[config.mk]
export PLATFORM = sky130hd
export DESIGN_NAME = tri_lo_evt_cnt
export DESIGN_NICKNAME = d
export VERILOG_FILES = /design/src/rtl/tri_lo_evt_cnt.sv
export SDC_FILE = /design/constraint.sdc
export NUM_CORES = 1
export LEC_CHECK = 0
export CAP_MARGIN = 20
export CORE_UTILIZATION = 29
export DETAILED_ROUTE_END_ITERATION = 8
export GPL_TIMING_DRIVEN = 0
export PLACE_DENSITY_LB_ADDON = 0.12
export SLEW_MARGIN = 20
export SYNTH_ARGS = -nofsm -noshare
export SYNTH_HDL_FRONTEND = slang
export SYNTH_SLANG_ARGS = --single-unit
[constraint.sdc]
create_clock -name clk -period 2.1 [get_ports clk]
set_input_delay 0.21 -clock clk [delete_from_list [all_inputs] [get_ports clk]]
set_output_delay 0.21 -clock clk [all_outputs]
set_load 0.03 [all_outputs]
[src/rtl/tri_lo_evt_cnt.sv]
// Multi-lane saturating event counter for active-low qualified strobes.
// Each lane counts low cycles or falling edges, with a read-and-clear port and a per-lane threshold flag.
module tri_lo_evt_cnt #(
  parameter int WIDTH     = 4,
  parameter int CNT_WIDTH = 8,
  parameter int SEL_WIDTH = 2
) (
  input  logic                 clk,
  input  logic                 rst,
  input  logic                 en,
  input  logic                 edge_mode,
  input  logic [WIDTH-1:0]     evt_b,
  input  logic [CNT_WIDTH-1:0] thresh,
  input  logic                 rd_req,
  input  logic [SEL_WIDTH-1:0] rd_sel,
  output logic                 rd_val,
  output logic [CNT_WIDTH-1:0] rd_data,
  output logic                 rd_ovf,
  output logic [WIDTH-1:0]     thresh_hit
);

  localparam logic [CNT_WIDTH-1:0] CNT_ZERO = {CNT_WIDTH{1'b0}};
  localparam logic [CNT_WIDTH-1:0] CNT_MAX  = {CNT_WIDTH{1'b1}};
  localparam logic [CNT_WIDTH-1:0] CNT_ONE  = CNT_WIDTH'(1);

  logic [WIDTH-1:0]     evt_q, evt_p_q;
  logic [CNT_WIDTH-1:0] cnt_q [WIDTH];
  logic [CNT_WIDTH-1:0] cnt_d [WIDTH];
  logic [WIDTH-1:0]     ovf_q, ovf_d;
  logic [WIDTH-1:0]     hit_q, hit_d;
  logic                 rd_val_q, rd_val_d;
  logic [CNT_WIDTH-1:0] rd_data_q, rd_data_d;
  logic                 rd_ovf_q, rd_ovf_d;
  logic [WIDTH-1:0]     inc_s;
  logic                 sel_ok_s;

  assign sel_ok_s = (int'(rd_sel) < WIDTH);

  // Per-lane increment qualifier from the registered input and its history.
  always_comb begin
    inc_s = {WIDTH{1'b0}};
    for (int i = 0; i < WIDTH; i++) begin
      if (edge_mode) begin
        inc_s[i] = en & ~evt_q[i] & evt_p_q[i];
      end else begin
        inc_s[i] = en & ~evt_q[i];
      end
    end
  end

  // Counter, sticky overflow and threshold next-state; a read-clear overrides counting.
  always_comb begin
    ovf_d = ovf_q;
    hit_d = {WIDTH{1'b0}};
    for (int i = 0; i < WIDTH; i++) begin
      cnt_d[i] = cnt_q[i];
      if (inc_s[i]) begin
        if (cnt_q[i] == CNT_MAX) begin
          ovf_d[i] = 1'b1;
        end else begin
          cnt_d[i] = cnt_q[i] + CNT_ONE;
        end
      end else begin
        cnt_d[i] = cnt_q[i];
      end
      // Keep a coincident event so it is not lost across the clear.
      if (rd_req && sel_ok_s && (int'(rd_sel) == i)) begin
        cnt_d[i] = inc_s[i] ? CNT_ONE : CNT_ZERO;
        ovf_d[i] = 1'b0;
      end else begin
        ovf_d[i] = ovf_d[i];
      end
      hit_d[i] = (thresh != CNT_ZERO) && (cnt_d[i] >= thresh);
    end
  end

  // Read port next-state: capture the selected lane's pre-update value.
  always_comb begin
    rd_val_d  = rd_req;
    rd_data_d = rd_data_q;
    rd_ovf_d  = rd_ovf_q;
    if (rd_req) begin
      rd_data_d = CNT_ZERO;
      rd_ovf_d  = 1'b0;
      for (int i = 0; i < WIDTH; i++) begin
        if (sel_ok_s && (int'(rd_sel) == i)) begin
          rd_data_d = cnt_q[i];
          rd_ovf_d  = ovf_q[i];
        end else begin
          rd_data_d = rd_data_d;
        end
      end
    end else begin
      rd_data_d = rd_data_q;
    end
  end

  // State registers.
  always_ff @(posedge clk or posedge rst) begin
    if (rst) begin
      evt_q     <= {WIDTH{1'b1}};
      evt_p_q   <= {WIDTH{1'b1}};
      ovf_q     <= {WIDTH{1'b0}};
      hit_q     <= {WIDTH{1'b0}};
      rd_val_q  <= 1'b0;
      rd_data_q <= CNT_ZERO;
      rd_ovf_q  <= 1'b0;
      for (int i = 0; i < WIDTH; i++) begin
        cnt_q[i] <= CNT_ZERO;
      end
    end else begin
      evt_q     <= evt_b;
      evt_p_q   <= evt_q;
      ovf_q     <= ovf_d;
      hit_q     <= hit_d;
      rd_val_q  <= rd_val_d;
      rd_data_q <= rd_data_d;
      rd_ovf_q  <= rd_ovf_d;
      for (int i = 0; i < WIDTH; i++) begin
        cnt_q[i] <= cnt_d[i];
      end
    end
  end

  assign rd_val     = rd_val_q;
  assign rd_data    = rd_data_q;
  assign rd_ovf     = rd_ovf_q;
  assign thresh_hit = hit_q;

endmodule

-- Yosys cells after proc, flatten, opt, wreduce, memory -nomap -nowiden
Index checks and enable logic that the tools add are counted.
- register bits after elaboration: 58
- input port bits: 19
- output and inout bits: 14
- word-level logic and storage cells: 103
- $add $sub $neg: 4
- $lt $le $gt $ge: 4
- equality and inequality tests: 7
- multiplexer cells: 40
- bitwise operators: 12
- reductions and logical operators: 22
- operators by type and width (cell ; number):
    8-bit two-way mux ; 16
    8-bit by 1-bit adder with 8-bit output (second input constant) ; 4
    8-bit equality test (second input constant) ; 4
    8-bit >= comparator ; 4
    1-bit two-way mux ; 24
    2-bit nonzero test ; 8
    1-bit AND ; 8
    1-bit logical AND ; 8
    2-bit AND reduction ; 4
    8-bit nonzero test ; 1
    2-bit equality test (second input constant) ; 2
    1-bit NOT ; 4
    2-bit by 1-bit equality test with 1-bit output (second input constant) ; 1
    2-bit zero test ; 1

-- Logic depth before layout (Yosys ltp)
Gate-level depths: netlist of the first run.
- depth in word-level cells: 8
- depth in mapped cells: 11

-- Worst setup path after synthesis of the first run
No wires, ideal clock.
- path type: reg-to-reg
- start: register evt_p_q[0]
- end: register hit_q[0] (netlist: thresh_hit[0])
- arrival: 2.205 ns
- path slack: -0.226 ns
- cell stages (with the launch flop): 11
- path through: dfstp_2 -> nor2b_1 -> or2_1 -> buf_2 -> or3_1 -> and3_1 -> ha_1 -> nand2b_1 -> a21oi_1 -> o21ai_0 -> a22o_1
- cells in the longest elaborated chain, start to end: 6
- elaborated cells on any way between the ends: 7
- classes of those cells: order compare: 1; mux: 4; bitwise: 1; reduce/logical: 1
- ends and longest elaborated chain (what ; RTL line ; RTL):
    start, declared ; 26 ; logic [WIDTH-1:0] evt_q, evt_p_q;
    start signal, assigned ; 102 ; evt_p_q <= {WIDTH{1'b1}};
    start signal, assigned ; 113 ; evt_p_q <= evt_q;
    1-bit AND (*) ; 44 ; inc_s[i] = en & ~evt_q[i] & evt_p_q[i];
    1-bit two-way mux (*) ; 43 ; if (edge_mode) begin
    8-bit two-way mux / 1-bit two-way mux (equally long branches) ; 57, 68 ;
    8-bit two-way mux (*) ; 67 ; if (rd_req && sel_ok_s && (int'(rd_sel) == i)) begin
    8-bit >= comparator (*) ; 73 ; hit_d[i] = (thresh != CNT_ZERO) && (cnt_d[i] >= thresh);
    1-bit logical AND (*) ; 73 ;
    named net hit_d[0] ; 30 ; logic [WIDTH-1:0] hit_q, hit_d;
    end signal, assigned ; 104 ; hit_q <= {WIDTH{1'b0}};
    end signal, assigned ; 115 ; hit_q <= hit_d;
    end, declared ; 30 ;
Mark *: on every way through the listed nets, which the timed path passes. The rest lies on a longest branch.
A chain may end at the register's enable or synchronous reset.

-- Worst setup path in the final report of the first run
Ends and elaborated chain as after synthesis.

==> results.cfg, run 1 <==
[floorplan]
fp.dieW_um = 113.2
die_y_um = 113.2
die-area_um2 = 12820
coreArea_um2 = 12060
fp-row-count = 40
start_util_pct = 29.75
io_pins = 33

[outcome]
violations = negative setup slack
status = complete, but fails checks

[logic_synthesis]
synth.distinct_cells = 52
syn_area_per_cell_um2 = 9.620
synth_edf_count = 0
synth_nets = 428
syn_inst = 373
ys_ff_latch = 58
synth-async-reset-ratio_pct = 100.0
yosysWarnings = 0
synth_top_area_cell = dfrtp_1
seq_area_frac_synth_pct = 40.73
synthTopCellsByArea = dfrtp_1 35%, ha_1 13%, a21oi_1 6.1%
synth_top_flop_cell = dfrtp_1
synth_top_area_share_pct = 34.87
synth_area_um2 = 3588

[grt]
grt_first_pass_wirelength_um = 18520
gr-usage-all-layers_pct = 19.37
grt_overflow = 0
grt_max_degree = 37
gr-usage-met2_pct = 31.45
grt_pass1_vias = 3334
grt_busiest_layer = met2
antenna_found_initial = 1
use_met1_pct = 25.18
met3_usage_pct = 3.856

[flow_run]
cap_viol_max_count = 0

[power_and_ir_drop]
total_power_mw = 3.749
p_leak_nw = 2.178
peakVddDrop_mv = 0.3737
power.internal_mw = 2.552
p_comb_share_pct = 26.2
clockPowerShare_pct = 37.2
seqPwrFrac_pct = 36.6
p_sw_mw = 1.197
power_density_nw_per_um2 = 729.1
swShare_pct = 31.94

[setup_path]
cp-end-kind = flip-flop
cp.required_ns = 2.32
critPathLaunchType = flip-flop
path_max_fanout = 4
arrival_ns = 2.66
critPathKind = flip-flop to flip-flop

[routing]
viasPerCell = 5.401
drc = 0
ant_nets = 0
vias = 3343
drt_iter0_drc = 164
routed_wl_um = 12010
first_pass_iters = 4
drt-wirelength-per-cell_um = 19.39

[clock_network]
postCtsHoldBufs = 0
clk_latency_ns = 0.34
h-tree-depth = 3
root_buffer = clkbuf_16
cts_tree = done
cts_made_buffers = 9
clk_path_buf_depth = 2
cts.sinks = 58
clkTransAtPathRegs_ns = 0.06

[sta]
worst_pin_slew_ns = 0.7264
maxSlewHeadroom_pct = 51.17
layout_min_cycle_time_ns = 2.444
finalHoldViolations = 0
fin_crit_sh_pct = 116.4
setup_viol = 4
skew_ns = 0.009353
drv_slew = 0
grt_setup_unrepaired = yes
max_freq_mhz = 409.1
setup_ws_ns = -0.3443

[placed_design]
dp_slack_ns = -0.9535
gp_congestion = 0.8217
io_buffers = 31
dp_hpwl_um = 7945

[finish]
utilization_pct = 42.63
antenna_cells = 0
syn_to_final_growth_pct = 43.31
drive_gt1_share_pct = 33.04
nNetsFinal = 502
fillCellCount = 1173

[hold_path]
min_path_type = primary input to asynchronous set/reset pin
-- timing repair --
item	CTS	global route
pin swaps	17	22
gates cloned	2	1
buffers inserted	18	12
endpoints found under the hold margin	0	0
gates resized for setup	52	46
setup endpoints to repair	4	4
-- critical path, stage by stage, from the launching register on --
cell and delay, ns:
dfstp_2 0.55, nor2b_4 0.05, or2_4 0.25, buf_6 0.13, or3_4 0.38, and3_4 0.19, ha_4 0.22, nand2b_4 0.14
a21oi_4 0.13, o21ai_2 0.09, a22o_1 0.20
-- layout by cell type (no fill, tap or decap), types with 9 or more instances in the layout --
cell,count
dfrtp_1,40
a21oi_1,33
buf_4,31
ha_1,29
clkdlybuf4s50_1,28
nand2_1,21
o22ai_1,17
nand3_1,16
nor2_1,12
inv_1,11
o21ai_0,10
dfrtp_2,10
mux2_2,9
nand4_1,9
clkbuf_16,9
-- area by class of cell --
type	count	area (um2)	share of cell area [%]
Inverter	12	47.55	0.9246
Multi-Input combinational cell	293	2512	48.86
Timing Repair Buffer	63	560.5	10.90
Tap cell	168	210.2	4.088
Clock buffer	11	252.7	4.915
Buffer	10	57.56	1.119
Sequential cell	58	1474	28.66
Clock inverter	4	27.53	0.5353
-- state kept, by name (all words and copies together), names as in the netlist --
| signal | count |
|---|---|
| rd_val | 1 |
| evt_p_q | 4 |
| thresh_hit | 4 |
| ovf_q | 4 |
| cnt_q | 32 |
| rd_ovf | 1 |
| evt_q | 4 |
| rd_data | 8 |
-- synth_stat cells (2+ instances only) --
master,instances
clkbuf_1,7
o211a_1,5
o211ai_1,4
ha_1,36
or4_1,3
buf_2,4
a22o_1,4
nand3b_1,3
and3_1,4
or3_1,8
nor3_2,2
nor3_1,4
nor2b_1,7
dfrtp_1,50
nand2_1,23
nand4_1,9
o21ai_0,16
o22ai_1,17
and4_1,3
nor3b_1,2
o21a_1,4
nand2b_1,11
nor4_1,8
a21oi_1,44
a311oi_1,2
o41ai_1,2
nor2_1,13
o31ai_1,4
nand3_1,20
dfstp_2,8
or2_1,3
inv_1,12
mux2_2,9
a31oi_1,3
mux2i_1,2
-- path summary, 6_finish.rpt --
path | start | to | slack, ns | cells after the start
setup / recovery | evt_p_q[0]$_DFF_PP1_ | thresh_hit[0]$_DFF_PP0_ | -0.34 | 10
hold / removal | rst | cnt_q[29]$_DFF_PP0_ | 0.19 | 2
setup reg to reg | evt_p_q[0]$_DFF_PP1_ | thresh_hit[0]$_DFF_PP0_ | -0.34 | 10
hold reg to reg | evt_q[3]$_DFF_PP1_ | evt_p_q[3]$_DFF_PP1_ | 0.36 | 0
max in group asynchronous | rst | evt_q[3]$_DFF_PP1_ | 1.34 | 3
min in group clk | evt_b[3] | evt_q[3]$_DFF_PP1_ | 0.28 | 1
-- power groups by stage --
stage | clock network (mW) | logic, mW | registers (mW)
6_report | 1.40 | 0.981 | 1.37
3_5_place_dp | 0 | 0.705 | 1.38
5_1_grt | 1.47 | 1.08 | 1.39
3_3_place_gp | 0 | 0.688 | 1.38
2_1_floorplan | 0 | 0.411 | 1.39
4_1_cts | 1.43 | 0.890 | 1.37
-- layer usage --
| layer | vias up | part of all wire (%) |
|---|---|---|
| met5 | - | 0 |
| met4 | 0 | 1.7 |
| met3 | 15 | 4.9 |
| met2 | 74 | 49 |
| met1 | 1663 | 44 |
| li1 | 1591 | - |
-- per-stage QoR --
stage          area, um2  TNS (ns)  std cells  hold WS, ns
6_report            5142   -0.9774        619       0.1866
5_1_grt             5142    -1.437        619       0.2237
4_1_cts             4791   -0.9334        606       0.1995
3_5_place_dp        4155    -3.787        573       0.3553
3_3_place_gp        4133    -47.62        572       0.3533
2_1_floorplan       3612   -0.3262        373       0.2145
-- logic make-up (layout without fill, tap and decap cells) --
logic type,count (synthesis),after routing,synth area share (%)
DFF,58,58,40.73
and+or+nand+nor,128,129,19.94
AOI/OAI and AO/OA,115,116,20.12
buffers and inverters,24,100,2.650
muxes,12,12,4.010
adders and majority gates,36,36,12.55
Power figures use the tool's default switching activity.
==> inputs of run 2 (changes only) <==
--- a/config.mk
+++ b/config.mk
@@ -9,4 +9,5 @@
 export CORE_UTILIZATION = 29
 export DETAILED_ROUTE_END_ITERATION = 8
+export GPL_ROUTABILITY_DRIVEN = 0
 export GPL_TIMING_DRIVEN = 0
 export PLACE_DENSITY_LB_ADDON = 0.12
==> constraint.sdc (replaced) <==
create_clock -name clk -period 2.1 [get_ports clk]
set_input_delay 0.21 -clock clk [delete_from_list [all_inputs] [get_ports clk]]
set_output_delay 0.21 -clock clk [all_outputs]
set_load 0.1 [all_outputs]
==> run 2 against run 1 <==
Net effect:
- the run still ends with negative setup slack left
- global-route usage stayed put
- register-to-register slack barely moved
- die area stayed put
- fmax decreased by 0.33%
- final cell count is the same
- clock power hardly changed
- setup slack lost 0.0081 ns
- via count about the same
- sequential power about the same
- utilization hardly changed
- design area about the same
- critical path type unchanged
- critical endpoint unchanged
- highest routed layer unchanged
==> results.cfg, run 2 (synthesis gave the netlist of run 1 again) <==
[power_and_ir_drop]
p_leak_nw = 2.189
power.internal_mw = 2.551
swShare_pct = 34.48
total_power_mw = 3.893
power_density_nw_per_um2 = 756.7
seqPwrFrac_pct = 35.2
clockPowerShare_pct = 35.9
p_sw_mw = 1.342
p_comb_share_pct = 28.9
peakVddDrop_mv = 0.3755

[setup_path]
critPathKind = flip-flop to flip-flop
r2r-start = evt_p_q[0]$_DFF_PP1_
cp-end-kind = flip-flop
arrival_ns = 2.67
critPathLaunchType = flip-flop
path_max_fanout = 4
cp-startpoint = evt_p_q[0]$_DFF_PP1_
cp.required_ns = 2.32

[finish]
utilization_pct = 42.66
drive_gt1_share_pct = 33.04
multi_input_area_um2 = 2512
antenna_cells = 0
seqCellArea_um2 = 1474
nNetsFinal = 502
regMostFlops = cnt_q
mostFrequentLayoutCells = 40 x dfrtp_1, 33 x a21oi_1, 31 x buf_4
largest_register_ffs = 32
syn_to_final_growth_pct = 43.38
fillCellCount = 1172
final_common_cell = dfrtp_1

[sta]
skew_ns = 0.009367
fin_crit_sh_pct = 116.8
maxSlewHeadroom_pct = 34.59
setup_ws_ns = -0.3524
worst_pin_slew_ns = 0.9780
setup_viol = 4
finalHoldViolations = 0
grt_setup_unrepaired = yes
drv_slew = 0
max_freq_mhz = 407.8
hold_slack_ns = 0.1866
layout_min_cycle_time_ns = 2.452

[clock_network]
cts.sinks = 58
root_buffer = clkbuf_16
clk_path_buf_depth = 2
clk_latency_ns = 0.34
h-tree-depth = 3
cts_tree = done
clkTransAtPathRegs_ns = 0.06
cts_made_buffers = 9
postCtsHoldBufs = 0

[floorplan]
fp-row-count = 40
io_pins = 33
die_y_um = 113.2
die-area_um2 = 12820
coreArea_um2 = 12060
fp.dieW_um = 113.2
start_util_pct = 29.75

[routing]
viasPerCell = 5.396
vias = 3340
first_pass_iters = 4
drc = 0
ant_nets = 0
drt_iter0_drc = 171
drt-wirelength-per-cell_um = 19.39
routed_wl_um = 12000

[grt]
grt_first_pass_wirelength_um = 18520
grt_max_degree = 37
antenna_found_initial = 1
gr-usage-all-layers_pct = 19.37
grt_pass1_vias = 3334
grt_overflow = 0

[placed_design]
dp_slack_ns = -0.9535
io_buffers = 31
dp_hpwl_um = 7945

[outcome]
violations = negative setup slack
status = complete, but fails checks

[hold_path]
min_path_type = primary input to asynchronous set/reset pin

[flow_run]
cap_viol_max_count = 0
## run 2: cell types whose count changed in the layout (fill, tap and decap cells not counted), sizes merged
cell | before | now
clkdlybuf4s50 | 28 | 27
dlymetal6s2s | 1 | 2
## run 2: final cells by class
class	instances	area share (%)
buffer	10	1.119
clock buffer	11	4.912
clock inverter	4	0.5350
inverter	12	0.9241
multi-input combinational	293	48.83
sequential	58	28.65
tap	168	4.086
timing repair buffer	63	10.94
## run 2: worst paths after layout
check	endpoint	slack [ns]	cells past startpoint
max in group asynchronous	evt_q[3]$_DFF_PP1_	1.34	3
worst max register to register	thresh_hit[0]$_DFF_PP0_	-0.35	10
worst min register to register	evt_p_q[3]$_DFF_PP1_	0.36	0
min in group clk	evt_q[3]$_DFF_PP1_	0.28	1
worst min-delay path	cnt_q[29]$_DFF_PP0_	0.19	2
worst max-delay path	thresh_hit[0]$_DFF_PP0_	-0.35	10
## run 2: routing by layer
layer	GRT usage [%]	share of wire, %	wire length (um)
met1	25.18	45	5346
met2	31.45	49	5897
met3	3.856	4.3	516
met4	7.982	2.0	244
met5	0	0	0
## run 2: timing repair
item | 4_1_cts | 5_1_grt
setup buffers | 18 | 12
gates resized for setup | 52 | 47
setup endpoints to repair | 4 | 5
pin swaps | 17 | 22
cloned | 2 | 1
## run 2: power by group through the flow
stage / Combinational (mW) / Clock, mW / Sequential, mW
2_1_floorplan: 0.411 / 0 / 1.53
3_5_place_dp: 0.848 / 0 / 1.38
4_1_cts: 1.03 / 1.43 / 1.37
6_report: 1.12 / 1.40 / 1.37
3_3_place_gp: 0.831 / 0 / 1.38
5_1_grt: 1.22 / 1.47 / 1.39
## run 2: stage by stage
step           setup TNS (ns)  cell area (um2)  cells
6_report              -0.9845             5145    619
5_1_grt                -1.437             5145    619
4_1_cts               -0.9334             4791    606
2_1_floorplan         -0.3262             3612    373
3_3_place_gp           -47.62             4133    572
3_5_place_dp           -3.787             4155    573
## run 2: worst max-delay path, cell delays in order (launching register included)
cell	delay [ns]
dfstp_2	0.55
nor2b_4	0.05
or2_4	0.25
buf_6	0.13
or3_4	0.38
and3_4	0.19
ha_4	0.22
nand2b_4	0.14
a21oi_4	0.13
o21ai_2	0.09
a22o_1	0.21
==> inputs of run 3 (changes only) <==
- SKIP_LAST_GASP: not set -> 1
- SLEW_MARGIN: 20 -> not set
==> run 3 against run 2 <==
Net effect:
- the flow still finishes with violations (negative setup slack)
- non-clock buffer count is 2 higher
- via count decreased by 0.27%
- total power decreased by 0.36%
- routed wire length barely moved
- design area is 0.41% lower
- sequential cell count did not move
- setup slack improved by 0.0069 ns
- critical path type unchanged
- largest cell class unchanged
- highest routed layer unchanged
==> results.cfg, run 3 (synthesis gave the netlist of run 1 again) <==
[power_and_ir_drop]
p_leak_nw = 2.188
power.internal_mw = 2.540
peakVddDrop_mv = 0.3762
clockPowerShare_pct = 36.1
swShare_pct = 34.52
power_density_nw_per_um2 = 757.1
p_comb_share_pct = 28.6
p_sw_mw = 1.339
seqPwrFrac_pct = 35.3

[hold_path]
min_path_type = primary input to asynchronous set/reset pin

[sta]
maxSlewHeadroom_pct = 34.62
setup_ws_ns = -0.3455
layout_min_cycle_time_ns = 2.446
worst_pin_slew_ns = 0.9776
drv_slew = 0
max_freq_mhz = 408.9
skew_ns = 0.009478
hold_slack_ns = 0.2315
setup_viol = 4
fin_crit_sh_pct = 116.5
finalSetupTns_ns = -0.9961
grt_setup_unrepaired = yes
finalHoldViolations = 0

[grt]
grt_max_degree = 37
antenna_found_initial = 0
grt_overflow = 0
grt_first_pass_wirelength_um = 18530
gr-usage-all-layers_pct = 19.47
grt_pass1_vias = 3317

[setup_path]
r2r_slack_ns = -0.35
critPathLaunchType = flip-flop
r2r_cells = 10
critPathKind = flip-flop to flip-flop
reg2reg_to = thresh_hit[0]$_DFF_PP0_
cp-end-kind = flip-flop
cp.required_ns = 2.32
arrival_ns = 2.67
path_max_fanout = 4
r2r-start = evt_p_q[0]$_DFF_PP1_

[finish]
regMostFlops = cnt_q
mostFrequentLayoutCells = 40 x dfrtp_1, 35 x a21oi_1, 32 x buf_4
fillCellCount = 1180
nNetsFinal = 504
final_common_cell = dfrtp_1
utilization_pct = 42.48
antenna_cells = 0
syn_to_final_growth_pct = 42.78
largest_register_ffs = 32
drive_gt1_share_pct = 32.23

[floorplan]
coreArea_um2 = 12060
io_pins = 33
start_util_pct = 29.75
fp-row-count = 40
fp.dieW_um = 113.2
die-area_um2 = 12820
die_y_um = 113.2

[flow_run]
cap_viol_max_count = 0

[routing]
ant_nets = 0
drt-wirelength-per-cell_um = 19.34
routed_wl_um = 12010
vias = 3331
viasPerCell = 5.364
drt_iter0_drc = 162
first_pass_iters = 4
drc = 0

[clock_network]
h-tree-depth = 3
cts_tree = done
cts.sinks = 58
root_buffer = clkbuf_16
clkTransAtPathRegs_ns = 0.06
postCtsHoldBufs = 0
cts_made_buffers = 9
clk_latency_ns = 0.34
clk_path_buf_depth = 2

[outcome]
status = complete, but fails checks
violations = negative setup slack

[placed_design]
dp_hpwl_um = 7944
io_buffers = 31
run 3: power by group through the flow:
stage,Clock (mW),Sequential [mW],Combinational [mW]
floorplan,0,1.53,0.411
global placement,0,1.38,0.831
detailed placement,0,1.38,0.848
CTS,1.43,1.37,1.01
global route,1.48,1.39,1.21
finish,1.40,1.37,1.11
run 3: metal layers:
| layer | track usage [%] | wire [um] | up-vias |
|---|---|---|---|
| li1 | - | - | 1597 |
| met1 | 25.06 | 5370 | 1664 |
| met2 | 32.19 | 5957 | 54 |
| met3 | 3.910 | 444 | 16 |
| met4 | 7.368 | 238 | 0 |
| met5 | 0 | 0 | - |
run 3: how the worst max path moves through the flow:
stage	slack, ns	cells after the start	end	from
2_1_floorplan	-0.17	10	thresh_hit[0]$_DFF_PP0_	evt_p_q[0]$_DFF_PP1_
3_3_place_gp	-0.95	11	thresh_hit[0]$_DFF_PP0_	en
3_5_place_dp	-0.95	11	thresh_hit[0]$_DFF_PP0_	edge_mode
4_1_cts	-0.31	11	thresh_hit[0]$_DFF_PP0_	evt_p_q[0]$_DFF_PP1_
5_1_grt	-0.42	10	thresh_hit[0]$_DFF_PP0_	evt_p_q[0]$_DFF_PP1_
6_report	-0.35	10	thresh_hit[0]$_DFF_PP0_	evt_p_q[0]$_DFF_PP1_
run 3: layout make-up:
type                            count  area, um2  area share, %
Clock inverter                      4      27.53         0.5372
Tap cell                          168      210.2          4.103
Buffer                             10      57.56          1.123
Clock buffer                       11      252.7          4.933
Sequential cell                    58       1474          28.77
Timing Repair Buffer               65      575.6          11.23
Multi-Input combinational cell    293       2481          48.42
Inverter                           12      45.04         0.8791
run 3: metrics by stage:
| stage | total power [mW] | cells | worst slack, ns | area, um2 |
|---|---|---|---|---|
| after floorplan | 1.938 | 373 | -0.1714 | 3612 |
| after global placement | 2.213 | 572 | -0.9523 | 4133 |
| after detailed placement | 2.226 | 573 | -0.9535 | 4153 |
| after CTS | 3.813 | 606 | -0.3064 | 4761 |
| after global routing | 4.072 | 621 | -0.4158 | 5124 |
| final | 3.879 | 621 | -0.3455 | 5124 |
run 3: critical path: stages (launching register included):
cell and delay (ns):
dfstp_2 0.55, nor2b_4 0.05, or2_4 0.25, buf_6 0.13, or3_4 0.38, and3_4 0.19, ha_4 0.22, nand2b_4 0.14
a21oi_4 0.13, o21ai_2 0.09, a22o_1 0.20
run 3: timing repair:
action                                  CTS  global route
pin swaps                                13            23
buffers inserted                         18            13
cloned                                    2             1
gates resized for setup                  45            48
endpoints found under the setup margin    4             5
hold endpoints to repair                  0             0
